--- src/rtl/gray_code_counter.sv ---
// Up/down binary counter emitting Gray-coded words on a valid/ready stream,
// with binary load, optional saturation and a terminal-count sideband.
module gray_code_counter #(
  parameter int unsigned W    = 4,
  parameter bit          WRAP = 1'b1
) (
  input  logic         clk,
  input  logic         rst,
  input  logic         en,
  input  logic         up,
  input  logic         load,
  input  logic [W-1:0] ld_val,
  output logic [W-1:0] g_out,
  output logic         valid,
  input  logic         ready,
  output logic         tc
);

  localparam logic [0:0]   EMPTY    = 1'b0;
  localparam logic [0:0]   FULL     = 1'b1;
  localparam logic [W-1:0] ALL_ONES = '1;
  localparam logic [W-1:0] ZERO     = '0;

  logic [0:0]   state, state_nxt;
  logic [W-1:0] b, b_nxt;
  logic [W-1:0] g_nxt;
  logic         tc_nxt;
  logic [W-1:0] b_step;
  logic         at_term;
  logic         blocked;
  logic         slot_free;

  function automatic logic [W-1:0] to_gray(input logic [W-1:0] v);
    return v ^ (v >> 1);
  endfunction

  // Next-count arithmetic; saturating build refuses to step past the terminal value
  always_comb begin
    b_step    = up ? (b + W'(1)) : (b - W'(1));
    at_term   = up ? (b == ALL_ONES) : (b == ZERO);
    blocked   = !WRAP && at_term;
    slot_free = (state == EMPTY) || ready;
  end

  // Next-state and next-output decode: load, then step, then drain
  always_comb begin
    state_nxt = state;
    b_nxt     = b;
    g_nxt     = g_out;
    tc_nxt    = tc;
    if (load) begin
      state_nxt = FULL;
      b_nxt     = ld_val;
      g_nxt     = to_gray(ld_val);
      tc_nxt    = ((ld_val == ALL_ONES) && up) || ((ld_val == ZERO) && !up);
    end else if (en && slot_free && !blocked) begin
      state_nxt = FULL;
      b_nxt     = b_step;
      g_nxt     = to_gray(b_step);
      tc_nxt    = (up && (b_step == ALL_ONES)) || (!up && (b_step == ZERO));
    end else if ((state == FULL) && ready) begin
      state_nxt = EMPTY;
    end
  end

  always_ff @(posedge clk) begin
    if (rst) begin
      state <= EMPTY;
      b     <= '0;
      g_out <= '0;
      tc    <= 1'b0;
    end else begin
      state <= state_nxt;
      b     <= b_nxt;
      g_out <= g_nxt;
      tc    <= tc_nxt;
    end
  end

  assign valid = (state == FULL);

endmodule

--- config.mk ---
export PLATFORM = sky130hd
export DESIGN_NAME = gray_code_counter
export DESIGN_NICKNAME = d
export VERILOG_FILES = /design/src/rtl/gray_code_counter.sv
export SDC_FILE = /design/constraint.sdc
export NUM_CORES = 1
export LEC_CHECK = 0
export CAP_MARGIN = 15
export CORE_MARGIN = 2
export CORE_UTILIZATION = 52
export DETAILED_ROUTE_END_ITERATION = 7
export GPL_TIMING_DRIVEN = 0
export PLACE_DENSITY_LB_ADDON = 0.2
export SETUP_SLACK_MARGIN = 0.1
export SLEW_MARGIN = 20
export SYNTH_ARGS = -nofsm -noshare
export SYNTH_HDL_FRONTEND = slang
export SYNTH_SLANG_ARGS = --single-unit
--- constraint.sdc ---
create_clock -name clk -period 3.97 [get_ports clk]
set_input_delay 0.794 -clock clk [delete_from_list [all_inputs] [get_ports clk]]
set_output_delay 0.794 -clock clk [all_outputs]
set_load 0.01 [all_outputs]
==> flow_summary.json <==
{
  "numCtsBuffers": 3,
  "yosysTopAreaCell": "sky130_fd_sc_hd__dfxtp_1",
  "drt_first_iter_violations": 10,
  "rrSetupSlack_ns": 1.84,
  "timing.critical_path.cells": "clkdlybuf4s50_1 -> inv_1 -> ha_1 -> a21o_1 -> a21oi_2 -> xnor2_1 -> ha_1 -> a21oi_1 -> o2111ai_1 -> o2111ai_1 -> o21ai_1",
  "setup_viol_count_final": 0,
  "floorplan.initialDensity_pct": 55.50,
  "critPathCapture": "tc",
  "first_pass_grt_wire_length_mm": 2.470,
  "finalWirelength_mm": 1.588,
  "critical_path_cell_count": 11,
  "crit_slowest_cell": "sky130_fd_sc_hd__clkdlybuf4s50_1",
  "tritoncts_num_sinks": 9,
  "setup_ws_ns": 1.039,
  "syn_to_final_growth_pct": 25.96,
  "final_net_count": 120,
  "timing.max_cap.violations": 0,
  "pre_cts_slack_ns": 0.7522,
  "critical_path.startpoint_type": "input port",
  "leakage_nw": 0.3877,
  "insertion_delay_ns": 0.27,
  "cts.path.max_buffers": 2,
  "globalplace.congestion": 0.8228,
  "worst_slew_pin_slew_ns": 0.4400,
  "status": "finished, final reports clean",
  "antenna_found_initial": 0,
  "timing.final.crit_share_pct": 73.83,
  "cts_hold_repair.buffers": 0,
  "grt_max_degree": 11,
  "synth_warnings": 0,
  "ratio_of_cells_with_drive_above_1_in_the_final_layout_pct": 11.11,
  "via_count": 622,
  "post-route-util_pct": 69.91,
  "maxSlewViolCount": 0,
  "antenna_violation_net_count_after_detailed_routing": 0,
  "cts_setup_buffers": 0,
  "worstSetupPathType": "in2reg",
  "synth_area_sq_um": 713.2,
  "ys_seq_area_share_pct": 25.26,
  "path_delay_family": "compound AO/OA/AOI/OAI gates",
  "n_antenna_cell": 0,
  "placeableCoreArea_sq_um": 1285,
  "port-buffer-count": 14,
  "maxClockFrequency_ghz": 0.3412,
  "fin_tns_setup_ns": 0,
  "yosysTopAreaCellShare_pct": 25.26,
  "pwr_density_cell_nw_per_um2": 319.0,
  "worstHoldPathType": "reg2reg",
  "synthesis.instances": 81,
  "rsz_0062_raised_after_global_routing": "no",
  "drt-vias-per-instance": 5.456,
  "design.die.area_sq_um": 1684,
  "globalRouteOverflowTotal": 0,
  "cp_max_stage_delay_ns": 0.63,
  "clock_tree_from_tritoncts": "done",
  "cts_repair_resizes": 0,
  "period_minus_slack_ns": 2.931,
  "r2r_end": "tc",
  "drt-wirelength-per-cell_microns": 13.93,
  "crit_path_start": "up",
  "synth_enable_flop_cells": 0,
  "pin_count": 16,
  "critical_path_peak_fanout": 6,
  "finalHoldWorstSlack_ns": 0.5179,
  "die_h_microns": 41.04,
  "rr_worst_depth": 8,
  "ys_async_sr_fraction_pct": 0,
  "clk_root_buffer_cell": "sky130_fd_sc_hd__clkbuf_4",
  "synth_common_cells": "sky130_fd_sc_hd__dfxtp_1, sky130_fd_sc_hd__ha_1, sky130_fd_sc_hd__inv_1",
  "dieWidth_microns": 41.04,
  "critical_path.n_buffers_inverters": 2,
  "timing.clock.skew_ns": 0.003408,
  "syn-mean-instance-area_sq_um": 8.805,
  "critPathArrivalTime_ns": 3.14,
  "critPathRequiredTime_ns": 4.17,
  "gr-usage-all-layers_pct": 23.36,
  "worst_ir_drop_vdd_mv": 0.2199,
  "number_of_global_route_vias_before_repair": 552,
  "synth_cell_type_count": 29,
  "synth_fp_nets": 101,
  "critical_path.reg2reg.startpoint": "b[0]",
  "worstSetupEndpointType": "flip-flop",
  "detail_route.first_pass.iterations": 4,
  "layoutNonFillerInstCount": 114,
  "yosys_register_bits": 9,
  "top_reg_cell_synth": "sky130_fd_sc_hd__dfxtp_1",
  "final-hold-violation-count": 0,
  "rows": 13,
  "hpwl_dp_mm": 1.187,
  "yosys-top-cells-area": "sky130_fd_sc_hd__dfxtp_1, sky130_fd_sc_hd__ha_1, sky130_fd_sc_hd__xnor2_1",
  "drt_drc_violations_left": 0,
  "place.detailed.instances": 110,
  "cts.reportedPaths.clkPinSlew_ns": 0.06,
  "worst_slew_margin_rel_pct": 70.67,
  "cts.htree.levels": 1
}
[area by class of cell]
class	instances	area, sq um
multi-input cells	58	467.9
fillers	109	386.6
flip-flops and latches	9	180.2
repair buffers	14	140.1
inverters	10	37.54
plain buffers	4	27.53
clock buffers	4	26.28
well taps	15	18.77
[metrics by stage]
step                       power, W  instance area, sq um
after detailed placement  0.0002130                 872.1
final                     0.0002866                 898.4
after global routing      0.0003027                 898.4
after global placement    0.0002104                 872.1
after CTS                 0.0002864                 898.4
after floorplan           0.0001760                 713.2
[cell usage in the layout, fill, tap and decap left out, types with 2 or more instances in the layout]
| cell type | count |
|---|---|
| sky130_fd_sc_hd__nor2_1 | 4 |
| sky130_fd_sc_hd__a211oi_1 | 3 |
| sky130_fd_sc_hd__nand3_1 | 5 |
| sky130_fd_sc_hd__o211ai_1 | 4 |
| sky130_fd_sc_hd__a21oi_1 | 5 |
| sky130_fd_sc_hd__clkdlybuf4s50_1 | 14 |
| sky130_fd_sc_hd__inv_1 | 9 |
| sky130_fd_sc_hd__dfxtp_1 | 9 |
| sky130_fd_sc_hd__clkbuf_4 | 3 |
| sky130_fd_sc_hd__ha_1 | 9 |
| sky130_fd_sc_hd__o2111ai_1 | 2 |
| sky130_fd_sc_hd__xnor2_1 | 6 |
| sky130_fd_sc_hd__nand2_1 | 7 |
[flip-flops by register name (all words and copies together) (netlist names)]
name   cells
g_out      4
b          3
tc         1
valid      1
[routing by layer]
metal | up-vias | global-route usage [%] | part of all wire, % | wire [microns]
li1 | 318 | - | - | -
met1 | 282 | 30.79 | 49 | 774
met2 | 17 | 35.16 | 44 | 702
met3 | 5 | 4.891 | 4.3 | 69
met4 | 0 | 12.50 | 2.6 | 41
met5 | - | 0 | 0 | 0
[cells by family (layout without fill, tap and decap cells)]
kind of cell             count (synthesis)  in the layout  synth area share, %
AO/OA/AOI/OAI                           21             21                22.28
XOR/XNOR                                 7              7                9.650
adder cells (fa/ha/maj)                 10             10                18.60
buffers and inverters                   14             32                9.121
flip-flops                               9              9                25.26
AND/OR/NAND/NOR                         20             20                15.09
[worst register-to-register path, stage by stage, from the launching register on]
cell and delay, ns:
sky130_fd_sc_hd__dfxtp_1 0.47, sky130_fd_sc_hd__inv_1 0.13, sky130_fd_sc_hd__fa_1 0.47, sky130_fd_sc_hd__xnor2_2 0.33, sky130_fd_sc_hd__ha_1 0.20, sky130_fd_sc_hd__a21oi_1 0.05, sky130_fd_sc_hd__o2111ai_1 0.18, sky130_fd_sc_hd__o2111ai_1 0.14
sky130_fd_sc_hd__o21ai_1 0.09
[how the worst min path moves through the flow]
stage | end | cells after the start | startpoint | slack, ns
2_1_floorplan | g_out[2] | 2 | g_out[2] | 0.50
5_1_grt | g_out[2] | 2 | g_out[2] | 0.54
4_1_cts | g_out[2] | 2 | g_out[2] | 0.52
3_5_place_dp | g_out[2] | 2 | g_out[2] | 0.51
3_3_place_gp | g_out[2] | 2 | g_out[2] | 0.48
6_report | g_out[2] | 2 | g_out[2] | 0.52
[where the power goes]
group | leakage, nW | switching [W] | internal, W
Clock | 0.0150 | 0.0000361 | 0.0000390
Combinational | 0.298 | 0.0000520 | 0.0000537
Sequential | 0.0749 | 0.00000701 | 0.0000988
No activity file was read; power rests on OpenSTA's default activity.
